File: config.mk
export PLATFORM = sky130hd
export DESIGN_NAME = axi_stream_strip_header
export DESIGN_NICKNAME = d
export VERILOG_FILES = /design/src/rtl/axi_stream_strip_header.sv
export SDC_FILE = /design/constraint.sdc
export NUM_CORES = 1
export LEC_CHECK = 0
export CAP_MARGIN = 20
export CORE_MARGIN = 4
export CORE_UTILIZATION = 50
export CTS_BUF_LIST = sky130_fd_sc_hd__clkbuf_4 sky130_fd_sc_hd__clkbuf_8 sky130_fd_sc_hd__clkbuf_16
export CTS_CLUSTER_SIZE = 16
export DETAILED_ROUTE_END_ITERATION = 12
export GPL_ROUTABILITY_DRIVEN = 0
export PLACE_DENSITY = 0.78
export SYNTH_ARGS = -nofsm -noshare
export SYNTH_HDL_FRONTEND = slang
export SYNTH_SLANG_ARGS = --single-unit
File: constraint.sdc
create_clock -name clk -period 2.5 [get_ports clk]
set_clock_uncertainty 0.2 [all_clocks]
set_input_delay 0.5 -clock clk [delete_from_list [all_inputs] [get_ports clk]]
set_output_delay 0.5 -clock clk [all_outputs]
set_load 0.01 [all_outputs]
File: src/rtl/axi_stream_strip_header.sv
// Strips a 1..DATA_BYTE_WD byte header from each AXI-Stream packet and re-packs the payload MSB-first.
// Optional macro STRIP_ERR_EN enables the sticky err_len flag for packets shorter than their header.
module axi_stream_strip_header #(
   parameter int unsigned DATA_WD      = 32,
   parameter int unsigned DATA_BYTE_WD = DATA_WD / 8,
   parameter int unsigned BYTE_CNT_WD  = $clog2(DATA_BYTE_WD)
) (
   input  logic                    clk,
   input  logic                    rst_n,
   input  logic                    valid_in,
   input  logic [DATA_WD-1:0]      data_in,
   input  logic [DATA_BYTE_WD-1:0] keep_in,
   input  logic                    last_in,
   output logic                    ready_in,
   input  logic [BYTE_CNT_WD-1:0]  byte_strip_cnt,
   output logic                    valid_header,
   output logic [DATA_WD-1:0]      data_header,
   output logic [DATA_BYTE_WD-1:0] keep_header,
   input  logic                    ready_header,
   output logic                    valid_out,
   output logic [DATA_WD-1:0]      data_out,
   output logic [DATA_BYTE_WD-1:0] keep_out,
   output logic                    last_out,
   input  logic                    ready_out,
   output logic                    err_len
);

   localparam int unsigned CntWd = BYTE_CNT_WD + 1;
   localparam logic [CntWd-1:0] FullCnt = CntWd'(DATA_BYTE_WD);

   typedef enum logic [1:0] {StHead, StBody, StFlush} state_e;

   state_e                  state_q, state_d;
   logic [DATA_WD-1:0]      res_q, res_d;          // residue bytes, kept MSB-aligned
   logic [CntWd-1:0]        res_cnt_q, res_cnt_d;
   logic                    out_valid_q, out_valid_d;
   logic [DATA_WD-1:0]      out_data_q, out_data_d;
   logic [DATA_BYTE_WD-1:0] out_keep_q, out_keep_d;
   logic                    out_last_q, out_last_d;
   logic                    hdr_valid_q, hdr_valid_d;
   logic [DATA_WD-1:0]      hdr_data_q, hdr_data_d;
   logic [DATA_BYTE_WD-1:0] hdr_keep_q, hdr_keep_d;

   logic [DATA_WD-1:0]      data_m;
   logic [CntWd-1:0]        beat_cnt;
   logic [CntWd-1:0]        hdr_cnt;
   logic [CntWd-1:0]        total;
   logic                    out_free;
   logic                    hdr_free;
   logic                    ready_c;

   function automatic logic [DATA_BYTE_WD-1:0] top_keep(input logic [CntWd-1:0] n);
      top_keep = ~({DATA_BYTE_WD{1'b1}} >> n);
   endfunction

   // Zero the bytes outside keep so they never leak into outputs.
   always_comb begin
      data_m   = '0;
      beat_cnt = '0;
      for (int i = 0; i < DATA_BYTE_WD; i++) begin
         if (keep_in[i]) begin
            data_m[8*i +: 8] = data_in[8*i +: 8];
            beat_cnt         = beat_cnt + CntWd'(1);
         end
      end
   end

   assign hdr_cnt  = {1'b0, byte_strip_cnt} + CntWd'(1);
   assign total    = res_cnt_q + beat_cnt;
   assign out_free = !out_valid_q || ready_out;
   assign hdr_free = !hdr_valid_q || ready_header;

   always_comb begin
      state_d     = state_q;
      res_d       = res_q;
      res_cnt_d   = res_cnt_q;
      out_valid_d = out_valid_q && !ready_out;
      out_data_d  = out_data_q;
      out_keep_d  = out_keep_q;
      out_last_d  = out_last_q;
      hdr_valid_d = hdr_valid_q && !ready_header;
      hdr_data_d  = hdr_data_q;
      hdr_keep_d  = hdr_keep_q;
      ready_c     = 1'b0;

      unique case (state_q)
         StHead: begin
            ready_c = hdr_free && out_free;
            if (valid_in && ready_c) begin
               hdr_valid_d = 1'b1;
               hdr_data_d  = data_m >> {FullCnt - hdr_cnt, 3'b000};
               hdr_keep_d  = ~({DATA_BYTE_WD{1'b1}} << hdr_cnt);
               res_d       = data_m << {hdr_cnt, 3'b000};
               res_cnt_d   = FullCnt - hdr_cnt;
               if (last_in) begin
                  res_d     = '0;
                  res_cnt_d = '0;
                  if (beat_cnt > hdr_cnt) begin
                     out_valid_d = 1'b1;
                     out_data_d  = data_m << {hdr_cnt, 3'b000};
                     out_keep_d  = keep_in << hdr_cnt;
                     out_last_d  = 1'b1;
                  end
               end else begin
                  state_d = StBody;
               end
            end
         end
         StBody: begin
            ready_c = out_free;
            if (valid_in && ready_c) begin
               out_valid_d = 1'b1;
               out_data_d  = res_q | (data_m >> {res_cnt_q, 3'b000});
               out_keep_d  = '1;
               out_last_d  = 1'b0;
               res_d       = data_m << {FullCnt - res_cnt_q, 3'b000};
               if (last_in) begin
                  if (total <= FullCnt) begin
                     out_keep_d = top_keep(total);
                     out_last_d = 1'b1;
                     res_d      = '0;
                     res_cnt_d  = '0;
                     state_d    = StHead;
                  end else begin
                     res_cnt_d = total - FullCnt;
                     state_d   = StFlush;
                  end
               end
            end
         end
         StFlush: begin
            if (out_free) begin
               out_valid_d = 1'b1;
               out_data_d  = res_q;
               out_keep_d  = top_keep(res_cnt_q);
               out_last_d  = 1'b1;
               res_d       = '0;
               res_cnt_d   = '0;
               state_d     = StHead;
            end
         end
         default: state_d = StHead;
      endcase
   end

   always_ff @(posedge clk or negedge rst_n) begin
      if (!rst_n) begin
         state_q     <= StHead;
         res_q       <= '0;
         res_cnt_q   <= '0;
         out_valid_q <= 1'b0;
         out_data_q  <= '0;
         out_keep_q  <= '0;
         out_last_q  <= 1'b0;
         hdr_valid_q <= 1'b0;
         hdr_data_q  <= '0;
         hdr_keep_q  <= '0;
      end else begin
         state_q     <= state_d;
         res_q       <= res_d;
         res_cnt_q   <= res_cnt_d;
         out_valid_q <= out_valid_d;
         out_data_q  <= out_data_d;
         out_keep_q  <= out_keep_d;
         out_last_q  <= out_last_d;
         hdr_valid_q <= hdr_valid_d;
         hdr_data_q  <= hdr_data_d;
         hdr_keep_q  <= hdr_keep_d;
      end
   end

   assign ready_in     = ready_c;
   assign valid_out    = out_valid_q;
   assign data_out     = out_data_q;
   assign keep_out     = out_keep_q;
   assign last_out     = out_last_q;
   assign valid_header = hdr_valid_q;
   assign data_header  = hdr_data_q;
   assign keep_header  = hdr_keep_q;

`ifdef STRIP_ERR_EN
   logic err_q;

   // A one-beat packet shorter than its header latches the error until reset.
   always_ff @(posedge clk or negedge rst_n) begin
      if (!rst_n) begin
         err_q <= 1'b0;
      end else if (valid_in && ready_c && (state_q == StHead) && last_in &&
                   (beat_cnt < hdr_cnt)) begin
         err_q <= 1'b1;
      end
   end

   assign err_len = err_q;
`else
   assign err_len = 1'b0;
`endif

endmodule

==> run summary <==
Ant diodes -> 0
# clock sinks -> 112
Final hold vios -> 0
Peak VDD IR -> 0.961 mV
Drt via density -> 6.43
Clock Tree Root -> clkbuf_16
Psw -> 0.00534 W
DIE HEIGHT -> 131 um
CP Launch Point -> keep_in[0]
Sw Share -> 0.410
Initial antenna violation count -> 0
Router iterations before antenna repair -> 7
EDFF count, synth -> 0
TritonCTS buffer count -> 9
Synth unique cells -> 65
Post-synthesis cell area -> 7530 um^2
Power share of the clock group -> 0.117
WP data required -> 2600 ps
Largest cells by area after synthesis -> dfrtp_1 (37%), nand2_1 (5.0%), mux2_2 (4.5%)
WP buf/inv -> 7
Core area -> 14600 um^2
Fillcell total -> 1041
Post-Place Worst Slack -> -1650 ps
DIE WIDTH -> 131 um
Max-slew violation count -> 0
Post-route DRC -> 0
Worst Hold Launch -> data_header[3]
Via count of the first global-routing pass -> 7958
Final instance area -> 10800 um^2
Vias -> 8049
Clock latency on the worst-skew pair -> 370 ps
Primary FF master, synth -> dfrtp_1
Area of the die -> 17100 um^2
CP Max Fanout -> 8
Peak Freq -> 313 MHz
P&R area growth vs syn -> 42.8%
Total Routed Length -> 27800 um
GRT Util Overall -> 0.326
Power Density -> 1210 nW/um^2
Post-DP HPWL -> 19100 um
Detailed Route Iter0 Violations -> 1081
Largest net degree at the start of global routing -> 73
Clock tree buffer depth -> 2
Worst Setup Path Type -> in -> reg
Logic pwr share -> 0.656
Routed len/inst -> 22.2 um
Non-Filler Instances -> 1251
Hold slack -> 280 ps
Final setup fails -> 73
Placed insts -> 1221
IO Port Bufs -> 119
Sequential cell fraction of total power -> 0.227
Tcrit/Tclk final -> 1.28
Share of the synthesized area in the top cell type -> 0.372
CP Launch Type -> input port
Starting Density -> 0.515
Grt total ovfl -> 0
Syn nets -> 904
Clock transition at the registers of the reported paths -> 80 ps
RSZ-0062 raised after global routing -> true
FP Rows -> 44
Synth Warn # -> 0
Arr. time, crit path -> 3290 ps
Nets -> 1124
Status -> complete, but fails checks
Ports -> 121
Leakage power -> 4.63 nW
Max H-tree Level -> 3
Seq/Total Area, Yosys -> 0.372
CP max stage delay -> 350 ps
Detail Route Antenna Nets -> 0
CP endpoint kind -> flip-flop
Max Cap Violations -> 0
Instance count of the mapped netlist -> 842
Failing checks -> setup timing
Share of cells above drive strength 1 -> 0.275
Int Pwr -> 0.00768 W
Mapped Avg Cell Area -> 8.95 um^2
Slowest cell on the critical path -> fa_2
Worst path top cell family by delay -> XOR/XNOR gates
Placed inst area -> 10000 um^2
Post-synthesis register bit count -> 112
RR Startpoint -> res_cnt_q[0]
Hold crit path type -> reg -> reg
Worst slew pin tran -> 699 ps
Relative slew margins -> 0.534
Asr flop ratio synth -> 1.00
TritonCTS clock tree -> built
Synth area leader -> dfrtp_1
Worst-path cell chain -> buf_8, inv_6, ha_4, xor2_4, buf_6, xor2_4, buf_6, ha_4, inv_2, fa_2, xor2_1, xnor3_2, o21ai_4, buf_4, buf_8, nand4b_1, a21oi_2
TNS Setup -> -46320 ps
First-pass GRT wire length -> 42800 um
Min Tclk post-route -> 3200 ps
Fin worst setup slack -> -698 ps
[worst register-to-register path: stages, from the launching register on]
cell and delay [ps]:
dfrtp_1 440, ha_4 160, inv_2 40, fa_2 360
xor2_1 180, xnor3_2 330, o21ai_4 200, buf_4 150
buf_8 140, nand4b_1 140, a21oi_2 140
[synth_stat cells (all sizes together) (6+ instances only)]
master / count
dfrtp: 112
nand2: 101
o21ai: 80
nor2: 76
mux2: 59
clkbuf: 43
nand3: 40
buf: 30
a21oi: 27
a22oi: 24
nand2b: 22
o22ai: 20
inv: 19
ha: 17
a31oi: 16
o31ai: 16
mux4: 15
nor3: 11
o21a: 11
a221o: 9
o22a: 9
a311oi: 8
and3: 8
nand3b: 8
a32oi: 7
and2: 7
o2bb2ai: 6
[final cells by class]
type	instances	area [um^2]	share of cell area
multi-input combinational	638	4660	0.433
clock buffer	10	239	0.0222
inverter	19	78.8	0.00733
tap	184	230	0.0214
timing repair buffer	282	2690	0.250
clock inverter	6	65.1	0.00605
sequential	112	2800	0.261
[logic make-up after synthesis]
| family | after synthesis | share of synthesized area |
|---|---|---|
| simple gates | 285 | 0.175 |
| compound gates | 250 | 0.221 |
| flops | 112 | 0.372 |
| buf+inv | 92 | 0.0535 |
| mux | 78 | 0.138 |
| fa+ha+maj | 18 | 0.0309 |
| xor+xnor | 6 | 0.00897 |
| other cells | 1 | 0.000498 |
[registers in the layout, indices dropped and copies added (netlist names)]
name	count
keep_out	4
data_header	32
res_q	32
last_out	1
state_q	2
data_out	32
valid_header	1
valid_out	1
keep_header	4
res_cnt_q	3
[stage by stage]
stage,util,total power [W]
after floorplan,-,0.00738
after global placement,0.686,0.0103
after detailed placement,0.686,0.0104
after CTS,0.730,0.0127
after global routing,0.735,0.0137
final,0.735,0.0130
[per-layer routing]
metal  track usage  wire length, um
met1         0.404            10400
met2         0.517            12800
met3        0.0720             2760
met4         0.204             1890
met5        0.0118                0
[repair_timing]
action                     CTS  global route
hold buffers                 1             0
buffers inserted            11             2
gates resized for setup     59            13
setup endpoints to repair   74            75
gates cloned                 2             0
pin swaps                   24            11
hold endpoints to repair   112             0
[power by group through the flow]
| stage | Sequential, W | Clock (W) | Combinational, W |
|---|---|---|---|
| 6_report | 0.00296 | 0.00152 | 0.00854 |
| 4_1_cts | 0.00295 | 0.00153 | 0.00826 |
| 2_1_floorplan | 0.00312 | 0 | 0.00426 |
| 5_1_grt | 0.00303 | 0.00160 | 0.00906 |
| 3_5_place_dp | 0.00297 | 0 | 0.00745 |
| 3_3_place_gp | 0.00295 | 0 | 0.00732 |
[final timing paths]
check / endpoint / slack [ps] / cells after the start
worst max-delay path: res_q[15] / -700 / 17
worst min-delay path: data_header[3] / 280 / 2
worst max register to register: res_q[15] / -40 / 10
worst min register to register: data_header[3] / 280 / 2
max in group asynchronous: res_q[27] / 1300 / 3
min in group asynchronous: data_header[2] / 470 / 3
[layout by cell type (no fill, tap or decap), types with 3 or more instances in the layout]
master,n
mux4_2,15
buf_4,133
buf_8,5
a21oi_1,23
nor3_1,10
inv_2,3
a221o_1,9
o21ai_0,64
a32oi_1,7
inv_6,3
ha_1,14
and3_1,8
buf_6,12
and2_1,5
nand3b_1,8
clkdlybuf4s50_1,112
a311oi_1,8
nand3_1,38
nor2_1,74
o31ai_1,16
o22a_1,9
o21ai_1,14
ha_4,3
inv_1,14
buf_12,14
a21oi_2,3
o32a_1,4
mux2_4,33
o21a_1,11
nand2_1,99
a22oi_1,24
mux2i_1,4
a31oi_1,14
dfrtp_1,112
clkbuf_16,9
o22ai_1,20
nand2b_1,21
o2bb2ai_1,6
mux2_2,25
No activity file was read; power rests on OpenSTA's default activity.
